<file path="config.mk">
export PLATFORM = sky130hd
export DESIGN_NAME = fetch_unit
export DESIGN_NICKNAME = d
export VERILOG_FILES = /design/src/rtl/fetch_unit.sv
export SDC_FILE = /design/constraint.sdc
export NUM_CORES = 1
export LEC_CHECK = 0
export BUFFER_PORTS_ARGS = -buffer_cell sky130_fd_sc_hd__buf_2
export CAP_MARGIN = 25
export CORE_ASPECT_RATIO = 0.8
export CORE_MARGIN = 10
export CORE_UTILIZATION = 35
export CTS_CLUSTER_DIAMETER = 80
export DETAILED_ROUTE_END_ITERATION = 10
export PLACE_DENSITY = 0.66
export SLEW_MARGIN = 0
export SYNTH_ARGS = -nofsm -noshare
export SYNTH_HDL_FRONTEND = slang
export SYNTH_SLANG_ARGS = --single-unit
</file>
<file path="constraint.sdc">
create_clock -name clk -period 3.7 [get_ports clk]
set_input_delay 0.37 -clock clk [delete_from_list [all_inputs] [get_ports clk]]
set_output_delay 0.37 -clock clk [all_outputs]
set_load 0.005 [all_outputs]
</file>
<file path="src/rtl/fetch_unit.sv">
// Instruction fetch stage: drives the PC to instruction memory and holds the fetched word in the IF/ID register.
// One-cycle fetch latency; the IF/ID register holds while decode stalls; redirect flushes it and retargets the PC.
module fetch_unit #(
   parameter logic [31:0] RESET_PC   = 32'h00000000,
   parameter int unsigned IMEM_BYTES = 4096
) (
   input  logic        clk,
   input  logic        reset,
   output logic [31:0] imem_addr,
   input  logic [31:0] imem_rd,
   input  logic        redirect,
   input  logic [31:0] redirect_pc,
   output logic        out_valid,
   input  logic        out_ready,
   output logic [31:0] out_instr,
   output logic [31:0] out_pc,
   output logic [31:0] out_pc_plus4,
   output logic        fetch_fault,
   output logic [31:0] retired_count
);

   localparam logic [31:0] IMEM_LIMIT = 32'(IMEM_BYTES);
   localparam logic [31:0] NOP_INSTR  = 32'h00000013;

   typedef enum logic [1:0] {
      S_EMPTY   = 2'd0,
      S_FULL    = 2'd1,
      S_STALLED = 2'd2
   } state_t;

   state_t      state_q, state_d;
   logic [31:0] pc_q, pc_d;
   logic [31:0] instr_q, instr_d;
   logic [31:0] opc_q, opc_d;
   logic [31:0] opc4_q, opc4_d;
   logic        fault_q, fault_d;
   logic [31:0] count_q, count_d;
   logic        handoff;
   logic        load;
   logic        pc_out_of_range;

   assign out_valid       = (state_q != S_EMPTY);
   assign imem_addr       = pc_q;
   assign out_instr       = instr_q;
   assign out_pc          = opc_q;
   assign out_pc_plus4    = opc4_q;
   assign fetch_fault     = fault_q;
   assign retired_count   = count_q;
   assign pc_out_of_range = (pc_q >= IMEM_LIMIT);

   always_comb begin
      state_d = state_q;
      pc_d    = pc_q;
      instr_d = instr_q;
      opc_d   = opc_q;
      opc4_d  = opc4_q;
      fault_d = fault_q;
      handoff = out_valid && out_ready;
      load    = !out_valid || out_ready;
      // A handoff still retires even when a redirect flushes the slot behind it.
      count_d = count_q + {31'b0, handoff};

      if (redirect) begin
         state_d = S_EMPTY;
         pc_d    = {redirect_pc[31:2], 2'b00};
         if (redirect_pc[1:0] != 2'b00) begin
            fault_d = 1'b1;
         end
      end else if (load) begin
         state_d = S_FULL;
         instr_d = pc_out_of_range ? NOP_INSTR : imem_rd;
         opc_d   = pc_q;
         opc4_d  = pc_q + 32'd4;
         pc_d    = pc_q + 32'd4;
         if (pc_out_of_range) begin
            fault_d = 1'b1;
         end
      end else begin
         state_d = S_STALLED;
      end
   end

   always_ff @(posedge clk) begin
      if (reset) begin
         state_q <= S_EMPTY;
         pc_q    <= RESET_PC;
         instr_q <= 32'h0;
         opc_q   <= 32'h0;
         opc4_q  <= 32'h0;
         fault_q <= 1'b0;
         count_q <= 32'h0;
      end else begin
         state_q <= state_d;
         pc_q    <= pc_d;
         instr_q <= instr_d;
         opc_q   <= opc_d;
         opc4_q  <= opc4_d;
         fault_q <= fault_d;
         count_q <= count_d;
      end
   end

endmodule

</file>
==> impl_metrics.csv <==
group,metric,value,unit
clock_tree,worst_setup_hold_path_clk_slew,0.07,ns
floorplan,pin_count,230,
sta,max_slew.worst_pin.slew,0.880,ns
layout,drive_gt1_share,29.5,%
routing,via_count,6403,
layout,num-nets-final,1066,
run,max_cap_violations,0,
worst_setup_path,r2r-start,"imem_addr[6]$_SDFFE_PP0P_",
sta,grt_setup_unrepaired,"no",
clock_tree,cts_inserted_buffers,17,
synth,synth.avg_cell_area,8.53,um^2
clock_tree,cts.repair_timing.setup_buffer_count,0,
clock_tree,max-clock-path-buffers,2,
floorplan,placeableCoreArea,19300,um^2
floorplan,rows,45,
sta,final_max_slew_viol_count,0,
worst_setup_path,cpLargestDelayFamily,"simple AND/OR/NAND/NOR gates",
grt,grt_pass1_wl,35.5,mm
floorplan,initial_utilization,36.1,%
sta,hold_viol,0,
sta,sum_neg_setup_slack,0,ns
synth,yosysSeqAreaShare,45.3,%
clock_tree,cts.htree.levels,4,
synth,netlist-cell-type-count,44,
worst_setup_path,worst-setup-path-type,"flip-flop to flip-flop",
synth,synth_seq_cells,157,
worst_setup_path,worst_path_max_delay_cell,"sky130_fd_sc_hd__nand4_2",
clock_tree,cts_hold_buffers_added,0,
clock_tree,cts_tree,"yes",
worst_setup_path,critPathMaxStageDelay,0.61,ns
clock_tree,cts_root_buf,"sky130_fd_sc_hd__clkbuf_16",
pwr,cellPowerDensity,454,nW/um^2
worst_setup_path,cp_startpoint_kind,"flip-flop",
routing,final_routed_wirelength,23.0,mm
floorplan,floorplan.die_area,25900,um^2
worst_setup_path,worstPathMaxFanout,20,
sta,fmax,407,MHz
sta,post-route-worst-setup-slack,1.24,ns
worst_setup_path,startpoint,"imem_addr[6]$_SDFFE_PP0P_",
routing,dr.first_iter.drc_count,436,
synth,synth_warnings,0,
clock_tree,clkSinkCount,157,
routing,wl_per_cell,18.1,um
worst_setup_path,ff2ff_setup_slack,1.24,ns
grt,largest_net_degree_at_the_start_of_global_routing,81,
min_path,hold_path_startpoint,"imem_rd[27]",
worst_setup_path,worst_setup_path_end_kind,"flip-flop",
layout,syn_to_final_growth,25.9,%
worst_setup_path,crit_chain,"and4_1 -> nand4_2 -> or3_1 -> a311oi_1",
status,result_of_the_run,"finished, final reports clean",
grt,grt_usage,17.1,%
place,dp.final_hpwl,17.0,mm
routing,antenna_violation_net_count_after_detailed_routing,0,
worst_setup_path,cp.buffers_inverters,0,
layout,layout_commonest_cell,"sky130_fd_sc_hd__buf_2",
grt,grt_pass1_vias,5964,
place,port-buffer-count,223,
sta,min_clock_period_post_route,2.46,ns
worst_setup_path,arrival,2.78,ns
routing,detail_route.vias_per_cell,5.05,
routing,route.detailed.drc,0,
sta,min_period_over_period,66.4,%
grt,grt_overflow_total,0,
clock_tree,ctsResizeCount,0,
floorplan,die_height,146,um
worst_setup_path,critical_path_data_required_time,4.03,ns
sta,final-setup-viol-count,0,
routing,drt-pass1-iter-count,5,
pwr,total_leakage_power,3.67,nW
clock_tree,worstSkewPairLatency,0.42,ns
sta,hold_slack,0.186,ns
sta,clock-skew-final,0.0132,ns
grt,antenna_violations_before_repair,2,
place,post-place-ws,1.28,ns
place,gp_congestion,0.874,
sta,max_slew_margin,41.3,%
pwr,vdd_ir_drop_max,0.231,mV
synth,syn_std_cell_area,6940,um^2
min_path,worst_hold_path_type,"input pin to flip-flop",
layout,final_cell_mix,"sky130_fd_sc_hd__buf_2 (222), sky130_fd_sc_hd__dfxtp_1 (157), sky130_fd_sc_hd__nor2_1 (121)",
floorplan,die_x,177,um
synth,syn_inst,814,
[state kept, by name, summed over array words and instances (netlist names)]
register and cells:
out_pc_plus4 30, out_pc 30, retired_count 32, state_q 2
out_instr 32, fetch_fault 1, imem_addr 30
[where the power goes]
part	total, mW	switching (mW)	leakage [nW]	internal, mW
registers	1.84	0.0830	1.28	1.76
logic	0.357	0.208	2.11	0.148
clock network	1.78	0.746	0.281	1.03
[tightest hold or removal path, stage by stage]
cell                      delay [ns]
sky130_fd_sc_hd__buf_2          0.07
sky130_fd_sc_hd__a22oi_1        0.05
sky130_fd_sc_hd__nor2_1         0.07
[through the flow]
step                      instances  cell area [um^2]  util [%]  power [mW]
final                          1268              8740      45.4        3.97
after global placement         1233              8140      42.3        2.23
after CTS                      1265              8730      45.4        4.00
after detailed placement       1233              8140      42.3        2.23
after global routing           1266              8740      45.4        4.14
after floorplan                 819              6960         -        2.06
[logic make-up (layout without fill, tap and decap cells)]
group | count (synthesis) | in the layout | synth area share, %
other cells | 1 | 9 | 0.0540
flops | 157 | 157 | 45.3
buf+inv | 94 | 282 | 6.22
xor+xnor | 74 | 74 | 9.33
fa+ha+maj | 4 | 4 | 0.721
compound gates | 144 | 144 | 13.9
simple gates | 338 | 338 | 24.2
mux | 2 | 2 | 0.288
[final timing paths]
path,endpoint,cells past startpoint
worst max-delay path,imem_addr[17]$_SDFFE_PP0P_,4
worst min-delay path,out_instr[27]$_SDFFE_PP0P_,3
worst max register to register,imem_addr[17]$_SDFFE_PP0P_,4
worst min register to register,out_pc[27]$_SDFFE_PP0P_,2
[Yosys cell counts (all sizes together)]
cell / n / area share (%)
o21ai: 15 / 1.1
inv: 13 / 0.70
o21bai: 3 / 0.32
o21ba: 1 / 0.14
nor3: 17 / 1.6
a31oi: 1 / 0.090
or4: 1 / 0.16
a311oi: 8 / 1.0
ha: 4 / 0.72
a22oi: 29 / 3.1
or2: 2 / 0.18
dfxtp: 157 / 45
mux2i: 2 / 0.29
and4: 8 / 1.0
conb: 1 / 0.054
and2: 4 / 0.36
o22ai: 1 / 0.090
xnor2: 40 / 5.0
buf: 33 / 2.9
nand4: 23 / 2.3
nor2b: 2 / 0.18
nand4bb: 1 / 0.16
nor4: 16 / 2.5
clkinv: 1 / 0.054
a21oi: 43 / 3.1
nand3: 31 / 2.3
nor2: 122 / 6.6
a211oi: 43 / 4.9
clkbuf: 47 / 2.6
xor2: 34 / 4.3
and3: 12 / 1.1
or3: 10 / 0.90
nand2: 89 / 4.8
[area by class of cell]
type | instances | area (um^2)
Inverter | 14 | 52.6
Sequential cell | 157 | 3140
Clock inverter | 13 | 153
Antenna cell | 3 | 7.51
Multi-Input combinational cell | 568 | 3400
Timing Repair Buffer | 236 | 1220
Fill cell | 1959 | 10500
Tap cell | 258 | 323
Clock buffer | 19 | 443
[layer usage]
| metal | wire length [um] | part of all wire, % | global-route usage, % |
|---|---|---|---|
| met1 | 11100 | 48 | 24.5 |
| met2 | 9810 | 43 | 23.9 |
| met3 | 1810 | 7.9 | 5.80 |
| met4 | 227 | 0.99 | 3.91 |
| met5 | 0 | 0 | 0 |
Note: power is estimated with default switching activity, not from simulation.
